==> config.mk <==
export PLATFORM = sky130hd
export DESIGN_NAME = add_out_seq_resp
export DESIGN_NICKNAME = d
export VERILOG_FILES = /design/src/rtl/add_out_seq_pkg.sv /design/src/rtl/add_out_seq_resp_add_chunk.sv /design/src/rtl/add_out_seq_resp.sv
export SDC_FILE = /design/constraint.sdc
export NUM_CORES = 1
export LEC_CHECK = 0
export CORE_UTILIZATION = 46
export CTS_CLUSTER_DIAMETER = 200
export DETAILED_ROUTE_END_ITERATION = 6
export GPL_TIMING_DRIVEN = 0
export PLACE_DENSITY = 0.85
export SLEW_MARGIN = 20
export SYNTH_ARGS = -nofsm -noshare
export SYNTH_HDL_FRONTEND = slang
export SYNTH_SLANG_ARGS = --single-unit
==> constraint.sdc <==
create_clock -name clk -period 2.2 [get_ports clk]
set_input_delay 0.33 -clock clk [delete_from_list [all_inputs] [get_ports clk]]
set_output_delay 0.33 -clock clk [all_outputs]
set_load 0.05 [all_outputs]
==> src/rtl/add_out_seq_pkg.sv <==
// add_out_seq_pkg: shared types and helpers for the sequential add_out responder.
// Holds the FSM state encoding and the slice-count helper.
package add_out_seq_pkg;

    typedef enum logic [1:0] {
        IDLE,
        CALC,
        HOLD
    } add_seq_state_t;

    function automatic int chunk_count(input int width, input int chunk);
        return width / chunk;
    endfunction

endpackage

==> src/rtl/add_out_seq_resp_add_chunk.sv <==
// add_chunk: combinational CHUNK_W-bit slice adder.
// c_msb is the carry into the slice's top bit, used for signed overflow.
module add_chunk #(
    parameter int CHUNK_W = 1
) (
    input  logic [CHUNK_W-1:0] x,
    input  logic [CHUNK_W-1:0] y,
    input  logic               ci,
    output logic [CHUNK_W-1:0] s,
    output logic               co,
    output logic               c_msb
);

    // slice sum; carry into top bit recovered from top-bit sum parity
    always_comb begin
        {co, s} = {1'b0, x} + {1'b0, y} + {{CHUNK_W{1'b0}}, ci};
        c_msb   = s[CHUNK_W-1] ^ x[CHUNK_W-1] ^ y[CHUNK_W-1];
    end

endmodule

==> src/rtl/add_out_seq_resp.sv <==
// add_out_seq_resp: sequential adder driving the add_out bus, CHUNK_W bits per clock.
// Optional signed overflow output enabled by defining ADD_OUT_SEQ_OVF_EN.
module add_out_seq_resp
    import add_out_seq_pkg::*;
#(
    parameter int add_width = 4,
    parameter int CHUNK_W   = 1
) (
    input  logic                 clk,
    input  logic                 rst,
    input  logic                 in_valid,
    output logic                 in_ready,
    input  logic [add_width-1:0] a,
    input  logic [add_width-1:0] b,
    input  logic                 cin,
    output logic [add_width-1:0] sum,
    output logic                 cout,
    output logic                 out_valid,
    input  logic                 out_ready
`ifdef ADD_OUT_SEQ_OVF_EN
    ,
    output logic                 ovf
`endif
);

    localparam int NCHUNK = chunk_count(add_width, CHUNK_W);
    localparam int IDX_W  = (NCHUNK > 1) ? $clog2(NCHUNK) : 1;
    localparam logic [IDX_W-1:0] LAST = IDX_W'(NCHUNK - 1);

    generate
        if (CHUNK_W < 1 || (add_width % CHUNK_W) != 0) begin : g_bad_chunk
            $error("add_out_seq_resp: CHUNK_W must divide add_width");
        end
    endgenerate

    add_seq_state_t state;
    add_seq_state_t nxt;

    logic [add_width-1:0] a_q;
    logic [add_width-1:0] b_q;
    logic [add_width-1:0] acc;
    logic [add_width-1:0] acc_nxt;
    logic [IDX_W-1:0]     idx;
    logic                 carry;
    logic                 last;

    logic [CHUNK_W-1:0]   sx;
    logic [CHUNK_W-1:0]   sy;
    logic [CHUNK_W-1:0]   ss;
    logic                 sco;
    logic                 scmsb;

    add_chunk #(
        .CHUNK_W(CHUNK_W)
    ) u_chunk (
        .x    (sx),
        .y    (sy),
        .ci   (carry),
        .s    (ss),
        .co   (sco),
        .c_msb(scmsb)
    );

    // select the current slice and merge its sum into the accumulator
    always_comb begin
        int off;
        off     = int'(idx) * CHUNK_W;
        sx      = a_q[off +: CHUNK_W];
        sy      = b_q[off +: CHUNK_W];
        acc_nxt = acc;
        acc_nxt[off +: CHUNK_W] = ss;
        last    = (idx == LAST);
    end

    // state register
    always_ff @(posedge clk or negedge rst) begin
        if (!rst) begin
            state <= IDLE;
        end else begin
            state <= nxt;
        end
    end

    // next state and handshake outputs
    always_comb begin
        nxt       = state;
        in_ready  = 1'b0;
        out_valid = 1'b0;
        unique case (state)
            IDLE: begin
                in_ready = 1'b1;
                if (in_valid) nxt = CALC;
            end
            CALC: begin
                if (last) nxt = HOLD;
            end
            HOLD: begin
                out_valid = 1'b1;
                if (out_ready) nxt = IDLE;
            end
            default: nxt = IDLE;
        endcase
    end

    // operand latch, slice walk and result load on HOLD entry
    always_ff @(posedge clk or negedge rst) begin
        if (!rst) begin
            a_q   <= '0;
            b_q   <= '0;
            acc   <= '0;
            idx   <= '0;
            carry <= 1'b0;
            sum   <= '0;
            cout  <= 1'b0;
        end else begin
            unique case (state)
                IDLE: begin
                    if (in_valid) begin
                        a_q   <= a;
                        b_q   <= b;
                        carry <= cin;
                        idx   <= '0;
                    end
                end
                CALC: begin
                    acc   <= acc_nxt;
                    carry <= sco;
                    idx   <= idx + 1'b1;
                    if (last) begin
                        sum  <= acc_nxt;
                        cout <= sco;
                    end
                end
                default: ;
            endcase
        end
    end

`ifdef ADD_OUT_SEQ_OVF_EN
    // signed overflow registered alongside sum
    always_ff @(posedge clk or negedge rst) begin
        if (!rst) begin
            ovf <= 1'b0;
        end else if (state == CALC && last) begin
            ovf <= scmsb ^ sco;
        end
    end
`else
    logic unused_cmsb;
    assign unused_cmsb = scmsb;
`endif

endmodule

==> impl_metrics.py, run 1 <==
metrics = {
    "status": {
        "status": "finished clean",
    },
    "clocking": {
        "clock_sinks": 22,
        "clk_pin_slew_ns": 0.12,
        "cts-buffers-inserted": 3,
        "clk_path_buf_depth": 2,
        "cts_root_buffer": "clkbuf_4",
        "cts_tree": "done",
        "clk-insertion-delay-late_ns": 0.29,
        "cts_max_level": 1,
    },
    "finish": {
        "syn_to_final_growth_pct": 26.9,
        "final_cells": 143,
        "final_layout_size_suffix_gt1_frac": 0.200,
        "diodes": 0,
        "final_nets": 137,
        "post-route-util": 0.633,
    },
    "synthesis": {
        "synth-edff-count": 0,
        "synth.area.top_cells": "dfrtp_1, mux2_4, ha_1",
        "post-synth-top-area-fraction": 0.485,
        "synth.net_count": 110,
        "ys.warnings.count": 0,
        "synth_top_area_cell": "dfrtp_1",
        "yosys_register_bits": 22,
        "syn_avg_cell_area_um2": 12.6,
        "yosysSeqAreaShare": 0.485,
        "async_flop_share": 1.00,
        "syn_area_um2": 1130,
        "dominantRegCellSynth": "dfrtp_1",
        "synthCells": 90,
        "netlist_top_cells_count": "dfrtp_1, mux2_4, ha_1, nor2_1",
        "synth.most_common_cell": "dfrtp_1",
        "ys_types": 29,
    },
    "die": {
        "fp.dieW_um": 51.7,
        "fp-row-count": 17,
        "die_area_um2": 2670,
        "dieHeight_um": 51.7,
        "start_util": 0.499,
        "ios": 20,
        "core_um2": 2280,
    },
    "drt": {
        "drtIter0Drc": 2,
        "wire_per_inst_um": 15.1,
        "ant_nets": 0,
        "vias_per_cell": 5.44,
        "drc_errors": 0,
        "wirelength_um": 2160,
        "num_vias": 778,
        "dr.pass1.iters": 3,
    },
    "pwr": {
        "pwr_density_cell_nw_per_um2": 1640,
        "p_leak_uw": 0.000668,
        "total_power_uw": 2360,
        "ir_worst_vdd_uv": 909,
    },
    "place": {
        "io_buffers": 19,
        "hpwl_um": 1600,
        "dp_cells": 137,
        "routabilityCongestion": 0.810,
    },
    "sta": {
        "drv_slew": 0,
        "finClkSkew_ns": 0.00158,
        "worst_pin_slew_ns": 0.511,
        "setup_viol": 0,
        "min_period_over_period": 0.972,
        "hold_violations": 0,
        "slew_headroom": 0.659,
        "max_clock_freq_ghz": 0.468,
        "finalCriticalPeriod_ns": 2.14,
        "rsz0062_at_grt": "true",
    },
    "worst_setup_path": {
        "cp-end-kind": "register",
        "required_ns": 2.42,
        "path_max_fanout": 3,
        "cp-start-kind": "register",
        "crit_type": "register to register",
        "arrival_ns": 2.36,
    },
    "global_routing": {
        "grt_usage": 0.194,
        "grt_max_degree": 23,
        "grt_pass1_vias": 818,
        "grt-ovfl-total": 0,
        "grt_pass1_wl_um": 3750,
        "antenna_found_initial": 0,
    },
    "hold_path": {
        "hold_path.class": "register to register",
    },
    "job": {
        "drv_cap": 0,
    },
}
cells by family (layout without fill, tap and decap cells):
group,count (synthesis),count (layout),share of synthesized area
buf+inv,8,33,0.0364
fa+ha+maj,7,7,0.0838
simple gates,26,26,0.129
mux,14,14,0.183
compound gates,13,13,0.0827
flops,22,22,0.485
layer usage:
layer,GRT usage,vias to the layer above,routed length [um]
li1,-,369,-
met1,0.229,394,926
met2,0.357,13,1170
met3,0.0263,2,50
met4,0.0676,0,10
met5,0,-,0
registers in the layout, summed over array words and instances, names as in the netlist:
name,flops
carry,1
b_q,4
acc,4
a_q,4
state,2
sum,4
idx,2
cout,1
repair_timing:
item | in CTS | in global routing
hold buffers | 0 | 1
gates resized for setup | 4 | 3
pin swaps | 0 | 4
buffers inserted | 2 | 0
endpoints found under the setup margin | 8 | 8
endpoints found under the hold margin | 0 | 13
cells in the final DEF (no fill, tap or decap):
| cell type | n |
|---|---|
| a21o_1 | 1 |
| a21oi_1 | 2 |
| a221o_1 | 1 |
| a22o_1 | 1 |
| a31oi_1 | 3 |
| and2_1 | 1 |
| and2b_1 | 1 |
| and3b_1 | 1 |
| buf_2 | 3 |
| buf_4 | 2 |
| buf_6 | 2 |
| clkbuf_4 | 3 |
| clkdlybuf4s50_1 | 17 |
| dfrtp_1 | 22 |
| dlygate4sd3_1 | 1 |
| dlymetal6s2s_1 | 1 |
| fa_1 | 1 |
| ha_1 | 6 |
| inv_1 | 4 |
| mux2_1 | 2 |
| mux2_4 | 8 |
| mux2i_1 | 2 |
| mux4_2 | 2 |
| nand2_1 | 5 |
| nand2b_1 | 5 |
| nand3b_1 | 1 |
| nand4_1 | 2 |
| nand4b_1 | 1 |
| nor2_1 | 6 |
| nor2b_1 | 1 |
| nor2b_4 | 1 |
| nor4bb_4 | 1 |
| o21ai_1 | 1 |
| o21bai_1 | 1 |
| o2bb2ai_1 | 2 |
| o2bb2ai_2 | 1 |
power by group:
group	switching, uW	total (uW)	internal [uW]	leakage, uW
clock network	114	178	63.7	0.0000138
logic	703	1430	727	0.000384
registers	147	755	608	0.000270
metrics by stage:
stage               hold WS, ns  worst slack [ns]  setup TNS (ns)  cell area [um^2]
detailed placement        0.481            -0.130          -0.571              1360
floorplan                0.0344            0.0342               0              1140
global placement          0.473           -0.0904          -0.162              1360
finish                    0.503            0.0618               0              1440
CTS                       0.509           0.00766               0              1420
global route              0.544           -0.0245         -0.0394              1440
critical path, stage by stage (launching register included):
cell	delay (ns)
dfrtp_1	0.39
buf_6	0.12
mux4_2	0.50
fa_1	0.55
nor2b_4	0.18
nand4_1	0.15
a31oi_1	0.18
cell type report:
class	instances	area, um^2
Multi-Input combinational cell	60	572
Inverter	4	15.0
Timing Repair Buffer	22	213
Clock buffer	3	22.5
Tap cell	28	35.0
Fill cell	175	836
Sequential cell	22	551
Buffer	4	32.5
path summary, 6_finish.rpt:
path	to	slack, ns	cells past startpoint	start
setup / recovery	sum[1]$_DFFE_PN0P_	0.06	6	idx[0]$_DFFE_PN0P_
hold / removal	cout$_DFFE_PN0P_	0.50	1	cout$_DFFE_PN0P_
setup reg to reg	sum[1]$_DFFE_PN0P_	0.06	6	idx[0]$_DFFE_PN0P_
hold reg to reg	cout$_DFFE_PN0P_	0.50	1	cout$_DFFE_PN0P_
max in group asynchronous	b_q[0]$_DFFE_PN0P_	1.36	2	rst
min in group asynchronous	state[1]$_DFFE_PN0P_	0.51	2	rst
No activity file was read; power rests on OpenSTA's default activity.
==> run 2, diff against run 1 <==
--- a/config.mk
+++ b/config.mk
@@ -13,4 +13,5 @@
 export SLEW_MARGIN = 20
 export SYNTH_ARGS = -nofsm -noshare
 export SYNTH_HDL_FRONTEND = slang
+export SYNTH_HIERARCHICAL = 1
 export SYNTH_SLANG_ARGS = --single-unit
==> impl_metrics.py, run 2 <==
metrics = {
    "place": {
        "io_buffers": 19,
        "dp_cells": 138,
        "hpwl_um": 1480,
        "routabilityCongestion": 0.828,
    },
    "synthesis": {
        "synth.net_count": 110,
        "ys.warnings.count": 6,
        "synthCells": 91,
        "syn_area_um2": 1120,
        "syn_avg_cell_area_um2": 12.3,
    },
    "finish": {
        "biggestRegsByFlops": "a_q: 4 flops, b_q: 4 flops, sum: 4 flops",
        "final_nets": 138,
        "final_common_cell": "dfrtp_1",
        "multi_input_area_um2": 538,
        "fillers": 196,
        "final_layout_size_suffix_gt1_frac": 0.229,
        "diodes": 0,
        "layout_common_cells": "dfrtp_1, clkdlybuf4s50_1, nand2_1",
        "final_cells": 146,
        "regArea_um2": 526,
        "syn_to_final_growth_pct": 25.9,
    },
    "worst_setup_path": {
        "cp-start-kind": "register",
        "arrival_ns": 2.41,
        "cp-end-kind": "register",
        "r2r_cells": 6,
        "required_ns": 2.43,
        "crit_type": "register to register",
        "path_max_fanout": 7,
    },
    "die": {
        "ios": 20,
        "start_util": 0.498,
        "fp.dieW_um": 51.4,
        "core_um2": 2250,
        "fp-row-count": 17,
        "dieHeight_um": 51.4,
        "die_area_um2": 2640,
    },
    "drt": {
        "drc_errors": 0,
        "drtIter0Drc": 8,
        "dr.pass1.iters": 4,
        "vias_per_cell": 5.02,
        "num_vias": 733,
        "wirelength_um": 1990,
        "wire_per_inst_um": 13.6,
        "ant_nets": 0,
    },
    "sta": {
        "drv_slew": 0,
        "worst_pin_slew_ns": 0.906,
        "setup_viol": 0,
        "finalCriticalPeriod_ns": 2.19,
        "rsz0062_at_grt": "true",
        "max_clock_freq_ghz": 0.457,
        "slew_headroom": 0.394,
        "hold_violations": 0,
        "min_period_over_period": 0.995,
        "finClkSkew_ns": 0.0122,
    },
    "clocking": {
        "cts_hold_buf": 0,
        "clk_path_buf_depth": 2,
        "clk_pin_slew_ns": 0.12,
        "cts_tree": "done",
        "clock_sinks": 21,
        "cts_root_buffer": "clkbuf_4",
        "clk-insertion-delay-late_ns": 0.31,
        "cts_max_level": 1,
        "cts-buffers-inserted": 3,
    },
    "job": {
        "drv_cap": 0,
    },
    "global_routing": {
        "grt_pass1_wl_um": 3430,
        "antenna_found_initial": 0,
        "grt-ovfl-total": 0,
        "grt_usage": 0.180,
        "grt_pass1_vias": 743,
        "grt_max_degree": 22,
    },
    "pwr": {
        "pwr_density_cell_nw_per_um2": 1550,
        "total_power_uw": 2190,
        "ir_worst_vdd_uv": 841,
        "p_leak_uw": 0.000665,
    },
    "status": {
        "status": "finished clean",
    },
    "hold_path": {
        "hold_path_depth": 2,
        "hold_path.class": "register to register",
    },
}
-- run 2: through the flow --
stage	cell area (um^2)	worst slack [ns]	setup TNS [ns]	utilization	hold slack (ns)
global placement	1350	-0.0554	-0.0796	0.598	0.459
floorplan	1120	0.0377	0	-	0.0344
global route	1410	-0.113	-0.384	0.627	0.521
CTS	1390	0.00220	0	0.615	0.501
finish	1410	0.0109	0	0.627	0.491
detailed placement	1350	-0.108	-0.446	0.598	0.474
-- run 2: final timing paths --
path	from	to	slack, ns
setup / recovery	idx[0]$_DFFE_PN0P_	sum[1]$_DFFE_PN0P_	0.01
hold / removal	sum[3]$_DFFE_PN0P_	sum[3]$_DFFE_PN0P_	0.49
setup reg to reg	idx[0]$_DFFE_PN0P_	sum[1]$_DFFE_PN0P_	0.01
hold reg to reg	sum[3]$_DFFE_PN0P_	sum[3]$_DFFE_PN0P_	0.49
max in group asynchronous	rst	a_q[2]$_DFFE_PN0P_	1.12
min in group asynchronous	rst	sum[3]$_DFFE_PN0P_	0.51
-- run 2: area by class of cell --
cell class,instances,area share
multi-input combinational,61,0.381
sequential,21,0.372
timing repair buffer,23,0.158
buffer,5,0.0354
tap,28,0.0248
clock buffer,4,0.0186
inverter,4,0.0106
-- run 2: worst max-delay path: stages (launching register included) --
cell and delay, ns:
dfrtp_1 0.40, buf_6 0.14, mux4_2 0.51, fa_1 0.57, and3b_1 0.20, nand3_1 0.09
a31oi_1 0.19
-- run 2: where the power goes --
group          internal [uW]  leakage, uW  total (uW)  switching, uW
logic                    674     0.000391        1320            647
registers                568     0.000259         683            115
clock network           70.8    0.0000150         190            119
-- run 2: routing by layer --
layer,global-route usage,wire length (um),up-vias
met5,0,0,-
met4,0.0676,24,0
met3,0.0357,89,2
met2,0.301,1010,21
met1,0.228,859,344
li1,-,-,366
-- run 2: what timing repair did --
item	CTS	global route
pin swaps	0	8
setup endpoints to repair	7	8
cloned	0	0
buffers inserted	1	3
gates resized for setup	2	1
